[src/rtl/button_conditioner.sv]
// button_conditioner: per-channel synchroniser, debouncer, press/release strobes and auto-repeat; ports clk, reset (sync active-low), in, repeat_en -> level, press, rel, rpt, act
module button_conditioner #(
  parameter int N_CH            = 4,
  parameter int SYNC_STAGES     = 2,
  parameter int DEBOUNCE_CYCLES = 1000000,
  parameter int REPEAT_DELAY    = 25000000,
  parameter int REPEAT_RATE     = 5000000
) (
  input  logic            clk,
  input  logic            reset,
  input  logic [N_CH-1:0] in,
  input  logic [N_CH-1:0] repeat_en,
  output logic [N_CH-1:0] level,
  output logic [N_CH-1:0] press,
  output logic [N_CH-1:0] rel,
  output logic [N_CH-1:0] rpt,
  output logic [N_CH-1:0] act
);
  localparam int DW   = $clog2(DEBOUNCE_CYCLES);
  localparam int RMAX = REPEAT_DELAY > REPEAT_RATE ? REPEAT_DELAY : REPEAT_RATE;
  localparam int RW   = RMAX > 1 ? $clog2(RMAX) : 1;
  typedef enum logic [1:0] {IDLE, DELAY, REPEAT} rpt_state_t;
  for (genvar c = 0; c < N_CH; c++) begin : g_ch
    logic [SYNC_STAGES-1:0] sync;
    logic [DW-1:0] dcnt;
    logic [RW-1:0] rcnt, rcnt_nxt;
    logic s, flip, lvl, lvl_nxt, fire, press_q, rel_q, rpt_q, act_q;
    rpt_state_t st, st_nxt;
    assign s       = sync[SYNC_STAGES-1];
    assign flip    = (s != lvl) && (dcnt == DW'(DEBOUNCE_CYCLES - 1));
    assign lvl_nxt = lvl ^ flip;
    always_ff @(posedge clk) begin
      if (!reset) begin
        sync    <= '0;
        dcnt    <= '0;
        lvl     <= 1'b0;
        press_q <= 1'b0;
        rel_q   <= 1'b0;
      end else begin
        sync    <= {sync[SYNC_STAGES-2:0], in[c]};
        dcnt    <= (s == lvl || flip) ? '0 : dcnt + DW'(1);
        lvl     <= lvl_nxt;
        press_q <= flip & ~lvl;
        rel_q   <= flip & lvl;
      end
    end
    // Abort uses the post-edge level so a release can never share a cycle with rpt.
    always_comb begin
      st_nxt   = st;
      rcnt_nxt = '0;
      fire     = 1'b0;
      if (!lvl_nxt || !repeat_en[c])
        st_nxt = IDLE;
      else if (st == IDLE)
        st_nxt = DELAY;
      else if (rcnt == (st == DELAY ? RW'(REPEAT_DELAY - 1) : RW'(REPEAT_RATE - 1))) begin
        fire   = 1'b1;
        st_nxt = REPEAT;
      end else
        rcnt_nxt = rcnt + RW'(1);
    end
    always_ff @(posedge clk) begin
      if (!reset) begin
        st    <= IDLE;
        rcnt  <= '0;
        rpt_q <= 1'b0;
        act_q <= 1'b0;
      end else begin
        st    <= st_nxt;
        rcnt  <= rcnt_nxt;
        rpt_q <= fire;
        act_q <= (flip & ~lvl) | fire;
      end
    end
    assign level[c] = lvl;
    assign press[c] = press_q;
    assign rel[c]   = rel_q;
    assign rpt[c]   = rpt_q;
    assign act[c]   = act_q;
  end
endmodule
[config.mk]
export PLATFORM = sky130hd
export DESIGN_NAME = button_conditioner
export DESIGN_NICKNAME = d
export VERILOG_FILES = /design/src/rtl/button_conditioner.sv
export SDC_FILE = /design/constraint.sdc
export NUM_CORES = 1
export LEC_CHECK = 0
export ABC_AREA = 1
export BUFFER_PORTS_ARGS = -buffer_cell sky130_fd_sc_hd__buf_2
export CORE_MARGIN = 5
export CORE_UTILIZATION = 63
export CTS_CLUSTER_DIAMETER = 40
export DETAILED_ROUTE_END_ITERATION = 8
export PLACE_DENSITY = 0.81
export SLEW_MARGIN = 20
export SYNTH_ARGS = -nofsm -noshare
export SYNTH_HDL_FRONTEND = slang
export SYNTH_SLANG_ARGS = --single-unit
[constraint.sdc]
create_clock -name clk -period 2.4 [get_ports clk]
set_clock_uncertainty 0.05 [all_clocks]
set_input_delay 0.6 -clock clk [delete_from_list [all_inputs] [get_ports clk]]
set_output_delay 0.6 -clock clk [all_outputs]
set_load 0.01 [all_outputs]
==> flow_summary.ini, run 1 <==
[critical_path]
arrival_ns = 2.40
crit_chain = ha_1 > nand3_2 > inv_2 > nand2_1 > nor2_2 > nand3_1 > nor2_1 > nor2_1 > nand2_2 > nor2_1
crit_path_frequent_cell = nor2_1
worstPathRequired_ns = 2.75
path_max_fanout = 25
path_buf_inv = 1
critPathMaxStageDelay_ns = 0.39
cp-start-kind = flip-flop
crit_path_top_delay_cell = dfxtp_1
critical-path-top-delay-family = simple AND/OR/NAND/NOR gates
worstSetupEndpointType = flip-flop
crit_type = flip-flop to flip-flop

[power_and_ir_drop]
p_per_area_nw_per_um2 = 622
vdd_drop_max_v = 0.000683
leakagePower_nw = 4.66

[grt]
grt_max_degree = 26
overflow = 0
antenna_found_initial = 0
gr-usage-all-layers_pct = 22.1
first_global_vias = 9654
grt_pass1_wl_mm = 41.8

[routing]
top_layer = met4
routed-wl-met3_mm = 1.42
wl_met1_mm = 10.9
first_pass_iters = 5
final_antenna_net_count = 0
dr_wl_met2_mm = 11.0
wl_mm = 23.8
drc = 0
num_vias = 10200
viasPerCell = 5.15
routedWlPerCell_um = 12.0
drt_iter0_markers = 494

[placement]
portBuffers = 29
post-dp-hpwl_mm = 17.8
gp_congestion = 0.930

[cells_and_area]
fill_cells = 1441
utilization_pct = 71.4
syn2layout_area_growth_pct = 10.7
insertedDiodeCount = 0
drive_above_1_share_pct = 11.9
nets = 1748

[synth]
syn_inst = 1694
ys_ff_latch = 216
synth_nets = 1712
synth_warnings = 0
yosysSeqAreaShare_pct = 37.1
netlist_area_um2 = 11700
avgSynthCellArea_um2 = 6.89
ys_types = 34

[clock_network]
htreeDepth = 1
cts_made_buffers = 31
root_buffer = clkbuf_16
cts_tree = built
post-cts-setup-buffers = 0
clk_pin_slew_ns = 0.06
worstSkewPairLatency_ns = 0.54
cts_resized = 0
clock-sinks = 216
clockBufferDepth = 3
cts_hold_buf = 0

[timing]
setup_violations = 0
post-route-period-util_pct = 85.2
rsz0062_at_grt = no
post-route-min-period_ns = 2.05
finalSetupTns_ns = 0
hold_viol_final = 0
drv_slew = 0
slew_headroom_pct = 67.3
fmax_ghz = 0.489
worst_pin_slew_ns = 0.489

[die]
dieArea_um2 = 21300
core_area_um2 = 18100
io-pin-count = 30
die_h_um = 146
initial_utilization_pct = 64.5
die_x_um = 146
placementRows = 49

[hold_path]
hold_path.class = input pin to flip-flop

[outcome]
status = complete, no violations

[job]
maxCapViolations = 0
where the power goes:
group | internal (mW) | leakage [nW] | switching, mW
sequential | 3.60 | 1.74 | 0.00408
clock | 2.73 | 0.495 | 1.66
combinational | 0.0170 | 2.43 | 0.0333
state kept, by name, indices dropped and copies added (netlist names):
| register | count |
|---|---|
| g_ch.rpt_q | 4 |
| g_ch.dcnt | 80 |
| g_ch.rel_q | 4 |
| g_ch.press_q | 4 |
| g_ch.rcnt | 100 |
| g_ch.st | 8 |
| g_ch.act_q | 4 |
| g_ch.lvl | 4 |
| g_ch.sync | 8 |
synthesized netlist by cell type, drive strengths merged:
cell type | number | area share [%]
nor4 | 3 | 0.21
a21oi | 47 | 2.0
buf | 36 | 2.7
nor2 | 390 | 16
or2 | 8 | 0.43
nor3 | 64 | 3.1
o21ai | 24 | 1.0
nand2 | 360 | 12
and3 | 2 | 0.11
nor3b | 7 | 0.45
nand4 | 48 | 2.6
nand3 | 133 | 6.0
nand3b | 8 | 0.51
xnor2 | 22 | 1.7
xor2 | 70 | 5.3
inv | 246 | 7.9
clkbuf | 2 | 0.064
dfxtp | 216 | 37
ha | 8 | 0.86
cells by family (layout without fill, tap and decap cells):
family | after synthesis | count (layout) | share of synthesized area, %
AND/OR/NAND/NOR | 1023 | 1023 | 41.4
flip-flops | 216 | 216 | 37.1
adder cells (fa/ha/maj) | 8 | 8 | 0.858
buffers and inverters | 284 | 341 | 10.7
AO/OA/AOI/OAI | 71 | 71 | 3.08
XOR/XNOR | 92 | 92 | 6.91
worst paths after layout:
| check | startpoint | endpoint | slack (ns) | depth (start not counted) |
|---|---|---|---|---|
| setup / recovery | g_ch[2].rcnt[0] | g_ch[2].rcnt[19] | 0.35 | 10 |
| hold / removal | in[1] | g_ch[1].sync[0] | 0.21 | 3 |
| setup reg to reg | g_ch[2].rcnt[0] | g_ch[2].rcnt[19] | 0.35 | 10 |
| hold reg to reg | g_ch[1].sync[0] | g_ch[1].sync[1] | 0.37 | 2 |
tightest hold or removal path, stage by stage:
cell	delay, ns
buf_2	0.08
nand2_1	0.05
inv_1	0.05
area by class of cell:
| type | instances | area (µm²) | area share (%) |
|---|---|---|---|
| flip-flops and latches | 216 | 4320 | 33.5 |
| inverters | 246 | 923 | 7.15 |
| multi-input cells | 1194 | 6100 | 47.2 |
| repair buffers | 41 | 260 | 2.01 |
| clock inverters | 17 | 186 | 1.44 |
| well taps | 229 | 287 | 2.22 |
| clock buffers | 37 | 838 | 6.49 |
per-stage QoR:
stage	instances	hold slack [ns]	setup WS, ns	total power [mW]	area (µm²)
2_1_floorplan	1694	0.340	0.691	3.70	11700
3_3_place_gp	1926	0.357	0.409	3.73	11900
3_5_place_dp	1926	0.357	0.359	3.73	11900
4_1_cts	1980	0.199	0.349	8.11	12900
5_1_grt	1980	0.211	0.0475	8.30	12900
6_report	1980	0.213	0.354	8.04	12900
cell usage in the layout, fill, tap and decap left out, drive strengths merged:
master	count
nor2	390
nand2	360
inv	253
dfxtp	216
nand3	133
xor2	70
nor3	64
nand4	48
a21oi	47
buf	41
clkbuf	37
o21ai	24
xnor2	22
nand3b	8
ha	8
or2	8
nor3b	7
clkinv	5
clkinvlp	3
nor4	3
and3	2
bufinv	2
metal layers:
metal / track usage (%) / up-vias
li1: - / 5342
met1: 29.7 / 4534
met2: 37.3 / 268
met3: 3.44 / 51
met4: 6.30 / 0
met5: 0 / -
Note: power is estimated with default switching activity, not from simulation.
==> inputs of run 2 (changes only) <==
CORE_UTILIZATION = 56   (was 63)
MAX_ROUTING_LAYER = met4   (was unset)
PLACE_DENSITY = 0.74   (was 0.81)
==> run 2 against run 1 <==
Against the previous run: worst setup slack worse by 0.026 ns; flip-flop and latch count unchanged; final area up 2.2%; clock-buffer cell count up 8; largest cell class unchanged; critical endpoint is now g_ch[2].rcnt[0]; total power up 11%; non-clock buffer count down 3; fmax down 1.3%; routed wire length down 0.42%; sequential power about the same; critical path type unchanged; critical path depth unchanged; highest routed layer unchanged; largest power group unchanged; core utilization down 6.6 points.
==> flow_summary.ini, run 2 (same netlist as run 1, synthesis figures left out) <==
[timing]
hold_viol_final = 0
slew_headroom_pct = 69.6
rsz0062_at_grt = no
fmax_ghz = 0.483
finalSetupTns_ns = 0
setup_violations = 0
fin_ws_ns = 0.328
drv_slew = 0
post-route-period-util_pct = 86.3
post-route-min-period_ns = 2.07
worst_pin_slew_ns = 0.455

[cells_and_area]
final_common_cell = nand2_1
layout_common_cells = nand2_1 (346), nor2_1 (317), inv_1 (237)
instances_no_fill = 2028
largest_reg_flops = 100
top_regs = g_ch.rcnt x100, g_ch.dcnt x80
syn2layout_area_growth_pct = 13.1
drive_above_1_share_pct = 12.1
regMostFlops = g_ch.rcnt
nets = 1749
insertedDiodeCount = 0
utilization_pct = 64.8

[critical_path]
arrival_ns = 2.40
path_buf_inv = 1
cp-start-kind = flip-flop
crit_path_frequent_cell = nor2_1
path_max_fanout = 25
critPathMaxStageDelay_ns = 0.40
critical-path-top-delay-family = simple AND/OR/NAND/NOR gates
crit_path_top_delay_cell = dfxtp_1
crit_type = flip-flop to flip-flop
worstPathRequired_ns = 2.72
worstSetupEndpointType = flip-flop
crit_chain = ha_1 > nand3_2 > inv_2 > nand2_1 > nor2_2 > nand3_1 > nor2_1 > nor2_1 > nand2_2 > nor2_1

[routing]
num_vias = 10200
viasPerCell = 5.04
first_pass_iters = 5
routedWlPerCell_um = 11.7
drc = 0
drt_iter0_markers = 561
wl_mm = 23.7
final_antenna_net_count = 0

[placement]
portBuffers = 29
gp_congestion = 0.942
post-dp-hpwl_mm = 17.2
place_ws_ns = 0.330
dp.cells = 1964

[clock_network]
clock-sinks = 216
root_buffer = clkbuf_16
cts_resized = 0
clk_pin_slew_ns = 0.05
worstSkewPairLatency_ns = 0.51
cts_made_buffers = 35
htreeDepth = 2
cts_hold_buf = 0
post-cts-setup-buffers = 0
clockBufferDepth = 3
cts_tree = built

[grt]
antenna_found_initial = 0
gr-usage-all-layers_pct = 20.6
grt_max_degree = 26
first_global_vias = 9594
grt_pass1_wl_mm = 41.7
overflow = 0

[die]
core_area_um2 = 20400
die_x_um = 154
initial_utilization_pct = 57.3
io-pin-count = 30
die_h_um = 154
dieArea_um2 = 23800
placementRows = 52

[hold_path]
hold_path.class = input pin to flip-flop

[outcome]
status = complete, no violations

[power_and_ir_drop]
p_per_area_nw_per_um2 = 676
leakagePower_nw = 4.76
vdd_drop_max_v = 0.000608

[job]
maxCapViolations = 0
==> run 2: cell types whose count changed in the layout (fill, tap and decap cells not counted) <==
cell,before,now
buf_4,10,6
clkinv_4,4,1
inv_6,6,3
clkinvlp_4,3,4
clkinv_8,0,4
clkbuf_1,2,6
clkbuf_8,4,3
bufinv_16,2,5
buf_12,2,3
clkbuf_16,31,36
==> run 2: metal layers <==
layer	vias to the layer above	track usage, %	routed length (µm)
met5	-	-	0
met4	0	6.69	563
met3	53	3.69	1060
met2	238	34.1	11100
met1	4584	25.7	11000
li1	5340	-	-
==> run 2: layout make-up <==
class / instances / area (µm²)
Clock inverter: 19 / 297
Sequential cell: 216 / 4320
Timing Repair Buffer: 38 / 250
Tap cell: 270 / 338
Inverter: 246 / 923
Fill cell: 1787 / 7170
Multi-Input combinational cell: 1194 / 6100
Clock buffer: 45 / 965
==> run 2: power by group <==
part,switching [mW],internal (mW)
Sequential,0.00425,3.60
Combinational,0.0334,0.0163
Clock,1.83,3.44
Total,1.86,7.06
==> run 2: tightest hold or removal path: stages <==
cell	delay, ns
buf_2	0.07
nand2_1	0.04
inv_1	0.04
==> run 2: through the flow <==
| stage | hold WS (ns) | power, mW | instance area, µm² |
|---|---|---|---|
| finish | 0.216 | 8.92 | 13200 |
| global route | 0.229 | 9.21 | 13200 |
| CTS | 0.195 | 9.04 | 13200 |
| detailed placement | 0.346 | 3.73 | 11900 |
| global placement | 0.342 | 3.73 | 11900 |
| floorplan | 0.340 | 3.70 | 11700 |
==> run 2: final timing paths <==
check | startpoint | endpoint | slack [ns] | cells past startpoint
max | g_ch[2].rcnt[0] | g_ch[2].rcnt[0] | 0.33 | 10
min | in[2] | g_ch[2].sync[0] | 0.22 | 3
max reg2reg | g_ch[2].rcnt[0] | g_ch[2].rcnt[0] | 0.33 | 10
min reg2reg | g_ch[2].sync[0] | g_ch[2].sync[1] | 0.36 | 2
